**config.mk**
```make
export PLATFORM = sky130hd
export DESIGN_NAME = div_seq_ctrl
export DESIGN_NICKNAME = d
export VERILOG_FILES = /design/src/rtl/div_pkg.sv /design/src/rtl/div_seq_ctrl_sub_unit.sv /design/src/rtl/div_seq_ctrl.sv
export SDC_FILE = /design/constraint.sdc
export NUM_CORES = 1
export LEC_CHECK = 0
export ABC_AREA = 0
export BUFFER_PORTS_ARGS = -buffer_cell sky130_fd_sc_hd__buf_4
export CAP_MARGIN = 20
export CORE_MARGIN = 3
export CORE_UTILIZATION = 25
export DETAILED_ROUTE_END_ITERATION = 12
export PLACE_DENSITY = 0.5
export SLEW_MARGIN = 0
export SYNTH_ARGS = -nofsm -noshare
export SYNTH_HDL_FRONTEND = slang
export SYNTH_SLANG_ARGS = --single-unit
```
**constraint.sdc**
```tcl
create_clock -name clk -period 3.75 [get_ports clk]
set_input_delay 0.5625 -clock clk [delete_from_list [all_inputs] [get_ports clk]]
set_output_delay 0.5625 -clock clk [all_outputs]
set_load 0.05 [all_outputs]
```
**src/rtl/div_pkg.sv**
```systemverilog
// Shared types and sizing helpers for the sequential restoring divider.
package div_pkg;

  localparam int W_MAX = 16;

  typedef enum logic [1:0] {
    IDLE,
    RUN,
    DONE
  } state_t;

  // The iteration counter only has to reach W-1, so clog2(W) bits suffice (min 1).
  function automatic int cnt_width(input int w);
    return (w > 2) ? $clog2(w) : 1;
  endfunction

endpackage

```
**src/rtl/div_seq_ctrl_sub_unit.sv**
```systemverilog
// Parameterized N-bit ripple subtractor (d = a - b - bin) built from full-subtractor cells.
module sub_unit #(
  parameter int N = 5
) (
  input  logic [N-1:0] a,
  input  logic [N-1:0] b,
  input  logic         bin,
  output logic [N-1:0] d,
  output logic         bout
);

  logic [N:0] brw;

  assign brw[0] = bin;

  for (genvar i = 0; i < N; i++) begin : g_cell
    assign d[i]       = a[i] ^ b[i] ^ brw[i];
    assign brw[i + 1] = (~a[i] & b[i]) | (~(a[i] ^ b[i]) & brw[i]);
  end

  assign bout = brw[N];

endmodule

```
**src/rtl/div_seq_ctrl.sv**
```systemverilog
// Multi-cycle unsigned restoring divider, one quotient bit per clock over a shared subtractor.
// Define DIV_ZERO_CHK_EN to short-circuit b=0 straight to DONE and raise the dz flag.
module div_seq_ctrl
  import div_pkg::*;
#(
  parameter int W = 4
) (
  input  logic         clk,
  input  logic         rst_n,
  input  logic         start,
  input  logic [W-1:0] a,
  input  logic [W-1:0] b,
  output logic         busy,
  output logic         done,
  output logic [W-1:0] q,
  output logic [W-1:0] r,
  output logic         dz
);

  localparam int            CW       = cnt_width(W);
  localparam logic [CW-1:0] CNT_INIT = CW'(W - 1);

  if (W < 2 || W > W_MAX) begin : g_bad_width
    $error("div_seq_ctrl: W must lie in 2..%0d", W_MAX);
  end

  state_t        state_q;
  logic [CW-1:0] cnt_q;
  logic [W-1:0]  div_q;
  logic [W-1:0]  rem_q;
  logic [W-1:0]  quo_q;

  logic [W:0]    shifted;
  logic [W:0]    diff;
  logic          bout;
  logic          take;
  logic [W-1:0]  rem_d;
  logic [W-1:0]  quo_d;

  assign shifted = {rem_q, quo_q[W-1]};

  sub_unit #(.N(W + 1)) u_sub (
    .a   (shifted),
    .b   ({1'b0, div_q}),
    .bin (1'b0),
    .d   (diff),
    .bout(bout)
  );

  // With no borrow diff[W] is always 0 (rem < b bounds it), so folding it in is free.
  always_comb begin
    take  = ~bout & ~diff[W];
    rem_d = take ? diff[W-1:0] : shifted[W-1:0];
    quo_d = {quo_q[W-2:0], take};
  end

`ifdef DIV_ZERO_CHK_EN
  logic dz_q;
  assign dz = dz_q;
`else
  assign dz = 1'b0;
`endif

  always_ff @(posedge clk) begin
    if (!rst_n) begin
      state_q <= IDLE;
      cnt_q   <= '0;
      div_q   <= '0;
      rem_q   <= '0;
      quo_q   <= '0;
      busy    <= 1'b0;
      done    <= 1'b0;
      q       <= '0;
      r       <= '0;
`ifdef DIV_ZERO_CHK_EN
      dz_q    <= 1'b0;
`endif
    end else begin
      case (state_q)
        IDLE: begin
          if (start) begin
            div_q <= b;
            rem_q <= '0;
            quo_q <= a;
            cnt_q <= CNT_INIT;
`ifdef DIV_ZERO_CHK_EN
            if (b == '0) begin
              state_q <= DONE;
              done    <= 1'b1;
              q       <= '1;
              r       <= a;
              dz_q    <= 1'b1;
            end else begin
              state_q <= RUN;
              busy    <= 1'b1;
              dz_q    <= 1'b0;
            end
`else
            state_q <= RUN;
            busy    <= 1'b1;
`endif
          end
        end
        RUN: begin
          rem_q <= rem_d;
          quo_q <= quo_d;
          if (cnt_q == '0) begin
            state_q <= DONE;
            busy    <= 1'b0;
            done    <= 1'b1;
            q       <= quo_d;
            r       <= rem_d;
          end else begin
            cnt_q <= cnt_q - 1'b1;
          end
        end
        DONE: begin
          done    <= 1'b0;
          state_q <= IDLE;
        end
        default: state_q <= IDLE;
      endcase
    end
  end

endmodule

```
==> results_dict.tcl <==
set metrics [dict create \
    stdcell_count 195 \
    grt_antenna_before_repair 0 \
    combPwrFrac_pct 24.8 \
    antenna_cells 0 \
    syn_area_mm2 0.00119 \
    globalRouteOverflowTotal 0 \
    cp-end-kind "register" \
    routed_wl_um 2520 \
    ys_types 27 \
    drv_slew 0 \
    synth_cells 126 \
    p_seq_share_pct 48.3 \
    ctsResizeCount 0 \
    layout.nets 160 \
    cts_buffer_depth 2 \
    grt_pass1_vias 959 \
    timing.fmax_mhz 424 \
    fin_tns_setup_ns 0 \
    hp-class "reg2reg" \
    reg2reg_from "quo_q[3]" \
    cp.arrival_ns 2.55 \
    synth_sequential_area_ratio_pct 43.8 \
    cts-root-buf "clkbuf_8" \
    finish.instance_area_mm2 0.00142 \
    post-route-drc-count 0 \
    power_density_mw_per_mm2 463 \
    coreArea_mm2 0.00447 \
    place_area_mm2 0.00136 \
    fillers 462 \
    synth_top_cell_by_area "dfxtp_1" \
    die_area_mm2 0.00562 \
    yosysTopAreaCellShare_pct 43.8 \
    drive_above_1_share_pct 21.0 \
    dr_total_vias 894 \
    finalSetupViolations 0 \
    drt_iter0_drc 92 \
    crit_required_ns 3.94 \
    clkSinkCount 26 \
    rows 24 \
    outcome "finished clean" \
    period_minus_slack_ns 2.36 \
    path_max_fanout 6 \
    min_from "cnt_q[1]" \
    syn_nets 142 \
    clk_pin_slew_ns 0.09 \
    firstDrtPassIters 4 \
    grt_setup_unrepaired "false" \
    routed_via_density 4.58 \
    ys_async_sr_fraction_pct 0 \
    critical_path.startpoint "quo_q[3]" \
    numPortBuffers 20 \
    post-route-period-util_pct 62.9 \
    syn_to_final_growth_pct 19.4 \
    synthTopCellsByArea "dfxtp_1 (44%), mux2i_1 (8.4%), fa_1 (5.1%)" \
    grt_max_degree 17 \
    wire_per_inst_um 12.9 \
    synth-seq-cells 26 \
    postSynthAreaPerCell_um2 9.43 \
    dp_hpwl_um 1880 \
    cap_violations 0 \
    htreeDepth 1 \
    clockPowerShare_pct 26.9 \
    grt_pass1_wl_um 4290 \
    hold_buffers 0 \
    clock_latency_ns 0.26 \
    dp_cells 191 \
    skew_ns 0.00132 \
    gr-usage-all-layers_pct 9.91 \
    die_height_um 75.0 \
    die_w_um 75.0 \
    p_leak_nw 0.594 \
    antenna_left 0 \
    numCtsBuffers 3 \
    ios 22 \
    final_cell_mix "dfxtp_1 (26), buf_4 (20), inv_1 (13)" \
    cts_tree "done" \
    place.gp.congestion 0.768 \
    yosys_warnings 0 \
    vdd_drop_max_mv 0.115 \
    p_int_w 0.000463 \
    p_sw_w 0.000195 \
    start_util_pct 26.6 \
    finalPower_w 0.000658 \
    crit_type "reg2reg" \
    final_common_cell "dfxtp_1" \
    synthFlopType "dfxtp_1" \
    cp-start-kind "register" \
    switching_share_pct 29.6 \
    post_cts_buffers 0 \
    synth_edf_count 0 \
    finalHoldViolCount 0 \
    hold_slack_ns 0.473 \
]
==> Yosys cell counts (2+ instances only) <==
master,count
nor2b_1,2
o21ai_0,10
ha_1,2
nand2_1,9
mux2i_1,10
o32ai_1,2
mux2_4,2
inv_1,13
and3b_1,2
a21oi_1,10
nor2_1,10
fa_1,3
o2bb2ai_1,2
buf_2,2
o22ai_1,6
nand2b_1,2
clkbuf_1,2
dfxtp_1,26
buf_4,3
==> final timing paths <==
kind	slack, ns	cells past startpoint	to
setup / recovery	1.39	10	r[0]
setup reg to reg	1.39	10	r[0]
hold reg to reg	0.47	1	cnt_q[1]
hold / removal	0.47	1	cnt_q[1]
==> power by group through the flow <==
stage / combinational (W) / sequential [W] / clock (W)
2_1_floorplan: 0.000106 / 0.000342 / 0
3_3_place_gp: 0.000162 / 0.000324 / 0
3_5_place_dp: 0.000165 / 0.000324 / 0
5_1_grt: 0.000180 / 0.000322 / 0.000194
6_report: 0.000163 / 0.000318 / 0.000177
4_1_cts: 0.000166 / 0.000318 / 0.000183
==> registers in the layout (all words and copies together), names as in the netlist <==
name	flops
quo_q	4
div_q	4
done	1
rem_q	4
busy	1
q	4
cnt_q	2
r	4
state_q	2
==> worst max-delay path: stages (launching register included) <==
cell and delay, ns:
dfxtp_1 0.32, inv_1 0.07, ha_1 0.13, inv_1 0.04
fa_1 0.37, fa_1 0.37, inv_1 0.08, fa_1 0.20
xnor2_2 0.21, mux2_4 0.35, o22ai_1 0.15
==> logic make-up after synthesis <==
logic type	count (synthesis)	share of synthesized area, %
and+or+nand+nor	28	12.4
other	1	0.315
xor gates and xnor gates	1	1.37
AOI/OAI and AO/OA	33	16.5
adders and majority gates	5	7.16
DFF	26	43.8
buffers and inverters	20	7.47
muxes	12	10.9
==> cell type report <==
type                       count  area (µm²)  share of cell area, %
multi-input combinational     80         579                   40.8
sequential                    26         520                   36.7
inverter                      13        48.8                   3.44
clock buffer                   4        55.1                   3.88
timing repair buffer          20         150                   10.6
tap                           52        65.1                   4.59
==> layer usage <==
layer / track usage [%] / up-vias / part of all wire (%)
li1: - / 455 / -
met1: 13.0 / 413 / 47
met2: 15.8 / 24 / 45
met3: 1.60 / 2 / 6.6
met4: 4.94 / 0 / 1.4
met5: 0 / - / 0
==> metrics by stage <==
| step | utilization, % | setup slack (ns) |
|---|---|---|
| after CTS | 31.7 | 1.37 |
| after detailed placement | 30.5 | 1.38 |
| after floorplan | - | 1.52 |
| after global placement | 30.5 | 1.43 |
| final | 31.7 | 1.39 |
| after global routing | 31.7 | 1.22 |
Power figures use the tool's default switching activity.
